File: config.mk
export PLATFORM = sky130hd
export DESIGN_NAME = register_file_scoreboard
export DESIGN_NICKNAME = d
export VERILOG_FILES = /design/src/rtl/register_file_scoreboard.sv
export SDC_FILE = /design/constraint.sdc
export NUM_CORES = 1
export LEC_CHECK = 0
export CAP_MARGIN = 20
export CORE_ASPECT_RATIO = 0.75
export CORE_UTILIZATION = 50
export DETAILED_ROUTE_END_ITERATION = 7
export PLACE_DENSITY = 0.75
export SLEW_MARGIN = 20
export SYNTH_ARGS = -nofsm -noshare
export SYNTH_HDL_FRONTEND = slang
export SYNTH_SLANG_ARGS = --single-unit
File: constraint.sdc
create_clock -name clk -period 4.4 [get_ports clk]
set_input_delay 0.44 -clock clk [delete_from_list [all_inputs] [get_ports clk]]
set_output_delay 0.44 -clock clk [all_outputs]
set_load 0.03 [all_outputs]
File: src/rtl/register_file_scoreboard.sv
// Register file with per-register pending-write scoreboard.
// Optional write-through bypass: define RF_BYPASS_EN.
module register_file_scoreboard #(
  parameter int DATA_W = 16,
  parameter int ADDR_W = 5,
  parameter int CNT_W  = 2
) (
  input  logic              clk,
  input  logic              rst_n,
  input  logic [ADDR_W-1:0] write_index_rf,
  input  logic [DATA_W-1:0] write_data_rf,
  input  logic              write_en_rf,
  input  logic [ADDR_W-1:0] read_index_a,
  input  logic              read_en_a,
  input  logic [ADDR_W-1:0] read_index_b,
  input  logic              read_en_b,
  output logic [DATA_W-1:0] read_data_a,
  output logic [DATA_W-1:0] read_data_b,
  input  logic              issue_en,
  input  logic              issue_dest_en,
  input  logic [ADDR_W-1:0] issue_dest_index,
  output logic              stall,
  output logic              issue_ack
);

  localparam int NUM_REGS = 2 ** ADDR_W;
  localparam logic [CNT_W-1:0] CNT_MAX = '1;

  logic [DATA_W-1:0] regs [NUM_REGS];
  logic [CNT_W-1:0]  cnt  [NUM_REGS];

  logic              wb_live;
  logic              hazard_a;
  logic              hazard_b;
  logic              full;
  logic [CNT_W-1:0]  eff_a;
  logic [CNT_W-1:0]  eff_b;

  assign wb_live = write_en_rf && (write_index_rf != '0);

  // Writeback port; R0 never stored so it reads as zero.
  always_ff @(posedge clk or negedge rst_n) begin
    if (!rst_n) begin
      for (int i = 0; i < NUM_REGS; i++)
        regs[i] <= '0;
    end else if (wb_live) begin
      regs[write_index_rf] <= write_data_rf;
    end
  end

  // Pending-write counters: issue increments, retire decrements,
  // retire on an empty counter holds at zero.
  always_ff @(posedge clk or negedge rst_n) begin
    if (!rst_n) begin
      for (int i = 0; i < NUM_REGS; i++)
        cnt[i] <= '0;
    end else begin
      for (int i = 1; i < NUM_REGS; i++) begin
        logic inc;
        logic dec;
        inc = issue_ack && issue_dest_en &&
              (issue_dest_index == ADDR_W'(i));
        dec = write_en_rf &&
              (write_index_rf == ADDR_W'(i));
        if (inc && !dec)
          cnt[i] <= cnt[i] + CNT_W'(1);
        else if (dec && !inc && cnt[i] != '0)
          cnt[i] <= cnt[i] - CNT_W'(1);
`ifdef SIM
        if (dec && !inc && cnt[i] == '0)
          $error("retire of R%0d with no pending write", i);
`endif
      end
    end
  end

  // Read ports, with optional same-cycle write-through.
  always_comb begin
    read_data_a = regs[read_index_a];
    read_data_b = regs[read_index_b];
`ifdef RF_BYPASS_EN
    if (wb_live && write_index_rf == read_index_a)
      read_data_a = write_data_rf;
    if (wb_live && write_index_rf == read_index_b)
      read_data_b = write_data_rf;
`endif
  end

  // Effective pending count seen by the hazard check.
  always_comb begin
    eff_a = cnt[read_index_a];
    eff_b = cnt[read_index_b];
`ifdef RF_BYPASS_EN
    if (write_en_rf && write_index_rf == read_index_a &&
        eff_a != '0)
      eff_a = eff_a - CNT_W'(1);
    if (write_en_rf && write_index_rf == read_index_b &&
        eff_b != '0)
      eff_b = eff_b - CNT_W'(1);
`endif
  end

  // Hazard, overflow and issue handshake.
  always_comb begin
    hazard_a  = read_en_a && (read_index_a != '0) &&
                (eff_a != '0);
    hazard_b  = read_en_b && (read_index_b != '0) &&
                (eff_b != '0);
    full      = issue_dest_en && (issue_dest_index != '0) &&
                (cnt[issue_dest_index] == CNT_MAX);
    stall     = issue_en && (hazard_a || hazard_b || full);
    issue_ack = issue_en && !stall;
  end

endmodule

==> metrics.yaml <==
outcome:
  status: "finished, final reports clean"
timing:
  tns_ns: 0
  drv_slew: 0
  holdWs_ns: 0.261
  skew_ns: 0.0101
  fin_crit_sh_pct: 88.3
  rsz0062_at_grt: "no"
  timing.fmax_mhz: 257
  post-route-min-period_ns: 3.88
  relSlewSlack_pct: 18.6
  hold_violations: 0
  worst_pin_slew_ns: 1.22
  setup_viol: 0
logic_synthesis:
  synth_cells: 2735
  yosys-top-cells-area: "dfrtp_1, mux4_2, mux2_2"
  yosysTopAreaCell: "dfrtp_1"
  ys_seq_elements: 574
  synth_area_um2: 32300
  ys_seq_area_share_pct: 44.5
  synth_ff_type: "dfrtp_1"
  synth_edf_count: 0
  synth_top_cell_area_share_pct: 44.5
  syn_nets: 2778
  ys_types: 66
  synth_common_cells: "nand2_1, dfrtp_1, mux4_2"
  avgSynthCellArea_um2: 11.8
  synth-warning-count: 2
  postSynth.asyncResetShare_pct: 100
  synth_most_common_cell: "nand2_1"
floorplan:
  rows: 80
  io_pins: 77
  core_um2: 63700
  die-height_um: 222
  die_w_um: 295
  die_area_um2: 65500
  initial_core_util_pct: 50.7
final_layout:
  syn2layout_area_growth_pct: 12.5
  nets: 2774
  regArea_um2: 14400
  design_area_um2: 36300
  final_util_pct: 57.0
  drive_gt1_share_pct: 32.0
  multi_input_area_um2: 16900
  nFillCells: 4995
  final_cells: 3645
worst_setup_path:
  r2r_cells: 8
  rr_endpoint: "cnt[37]$_DFFE_PN0P_"
  crit_type: "in2out"
  crit_path_top_delay_cell: "clkdlybuf4s50_1"
  startpoint: "read_index_a[0]"
  critPathLaunchType: "primary input"
  max_stage_delay_ns: 0.62
  crit_path_frequent_cell: "mux4_2"
  critPathRequiredTime_ns: 3.96
  crit_arrival_ns: 3.44
  path_cells: "buf_8 > buf_4 > mux4_2 > mux4_2 > mux2_2 > clkdlybuf4s50_1"
  crit_end: "read_data_a[9]"
  end_kind: "primary output"
  r2r_slack_ns: 1.13
  cp_max_fo: 58
  reg2reg_from: "cnt[52]$_DFFE_PN0P_"
drt:
  wire_per_inst_um: 28.8
  first_pass_iters: 6
  via_per_inst: 6.77
  ant_nets: 0
  routed-via-count: 24700
  dr.first_iter.drc_count: 3505
  drc: 0
  wl_um: 105000
min_path:
  hold_path.class: "in2async"
clock_network:
  root_buffer: "clkbuf_16"
  clk_path_buf_depth: 3
  clk_pin_slew_worst_paths_ns: 0.06
  cts_buffers: 59
  cts_sinks: 574
  clk_latency_ns: 0.64
  cts_setup_buffers: 0
  htree_levels: 2
  cts_tree: "built"
placed_design:
  io_buffer_count: 76
  post_dp_cell_area_um2: 34200
  globalplace.congestion: 0.964
  dp.final_hpwl_um: 65100
  dp.cells: 3528
power:
  p_leak_nw: 16.1
  pwr_density_cell_nw_per_um2: 442
  ir_drop_v: 0.000333
global_route:
  grt_overflow: 0
  grt_pass1_vias: 25400
  grt_usage_pct: 32.9
  antenna_found_initial: 2
  grt_pass1_wl_um: 160000
  grt_start_max_net_pins: 132
flow_run:
  max_cap_violations: 0
state kept, by name, indices dropped and copies added (netlist names):
register	cells
regs	512
cnt	62
placed cells by master (no fill, tap or decap), types with 13 or more instances in the layout:
cell             synthesis  routed
xnor2_1                 19      19
mux2i_1                 21      21
o21ai_0                 38      38
mux4_2                 334     334
nand2_1                780     779
nand3_1                 51      51
buf_4                    4      85
buf_12                   0      18
inv_1                   18      18
clkbuf_8                 0      13
nor2_2                   0      16
clkbuf_16                0      60
clkdlybuf4s50_1          0      60
a21oi_1                 18      18
nor3_1                  58      51
clkinv_2                 0      15
nor2b_1                 13      13
dfrtp_1                574     574
nor3_2                   7      14
or3_1                   15      15
mux2_2                 295     295
nor2_1                  80      64
where the power goes:
group / switching [W] / internal [W] / leakage [nW]
Sequential: 0.000855 / 0.00623 / 7.42
Combinational: 0.00160 / 0.00193 / 7.67
Clock: 0.00224 / 0.00319 / 1.04
Total: 0.00470 / 0.0113 / 16.1
what timing repair did:
action	in CTS	in global routing
endpoints found under the hold margin	101	0
hold buffers	1	0
resized for setup	0	0
setup endpoints to repair	0	0
how the worst min path moves through the flow:
stage                                from                     to  slack, ns  depth (start not counted)
finish                              rst_n  regs[401]$_DFFE_PN0P_       0.26                          2
detailed placement  regs[506]$_DFFE_PN0P_  regs[506]$_DFFE_PN0P_       0.38                          0
floorplan                           rst_n     cnt[0]$_DFFE_PN0P_       0.14                          0
CTS                 regs[506]$_DFFE_PN0P_  regs[506]$_DFFE_PN0P_       0.40                          0
global placement    regs[499]$_DFFE_PN0P_  regs[499]$_DFFE_PN0P_       0.38                          0
global route                        rst_n  regs[432]$_DFFE_PN0P_       0.28                          2
per-stage QoR:
| stage | power, W | setup slack, ns |
|---|---|---|
| 2_1_floorplan | 0.00937 | 1.16 |
| 3_3_place_gp | 0.0104 | 0.593 |
| 3_5_place_dp | 0.0106 | 0.585 |
| 4_1_cts | 0.0160 | 0.568 |
| 5_1_grt | 0.0166 | 0.414 |
| 6_report | 0.0160 | 0.516 |
cell type report:
type	instances	share of cell area, %
Clock buffer	80	4.70
Tap cell	861	2.97
Sequential cell	574	39.6
Antenna cell	3	0.0207
Clock inverter	31	1.07
Inverter	20	0.207
Multi-Input combinational cell	1897	46.6
Timing Repair Buffer	179	4.85
kinds of logic (layout without fill, tap and decap cells):
kind of cell / after synthesis / in the layout / synth area share, %
AO/OA/AOI/OAI: 145 / 145 / 3.10
XOR/XNOR: 24 / 24 / 0.652
buffers and inverters: 264 / 310 / 3.32
flip-flops: 574 / 574 / 44.5
multiplexers: 653 / 653 / 34.4
other: 0 / 3 / 0
AND/OR/NAND/NOR: 1075 / 1075 / 14.0
metal layers:
metal | GRT usage (%) | share of wire (%)
met4 | 16.7 | 6.0
met5 | 0 | 0.049
met2 | 47.5 | 44
met1 | 44.3 | 37
met3 | 11.1 | 13
critical path: cells and delay by family:
| kind | cells | cell delay [ns] |
|---|---|---|
| multiplexers | 3 | 1.35 |
| buffers and inverters | 3 | 1.50 |
(Power assumes the default switching activity.)
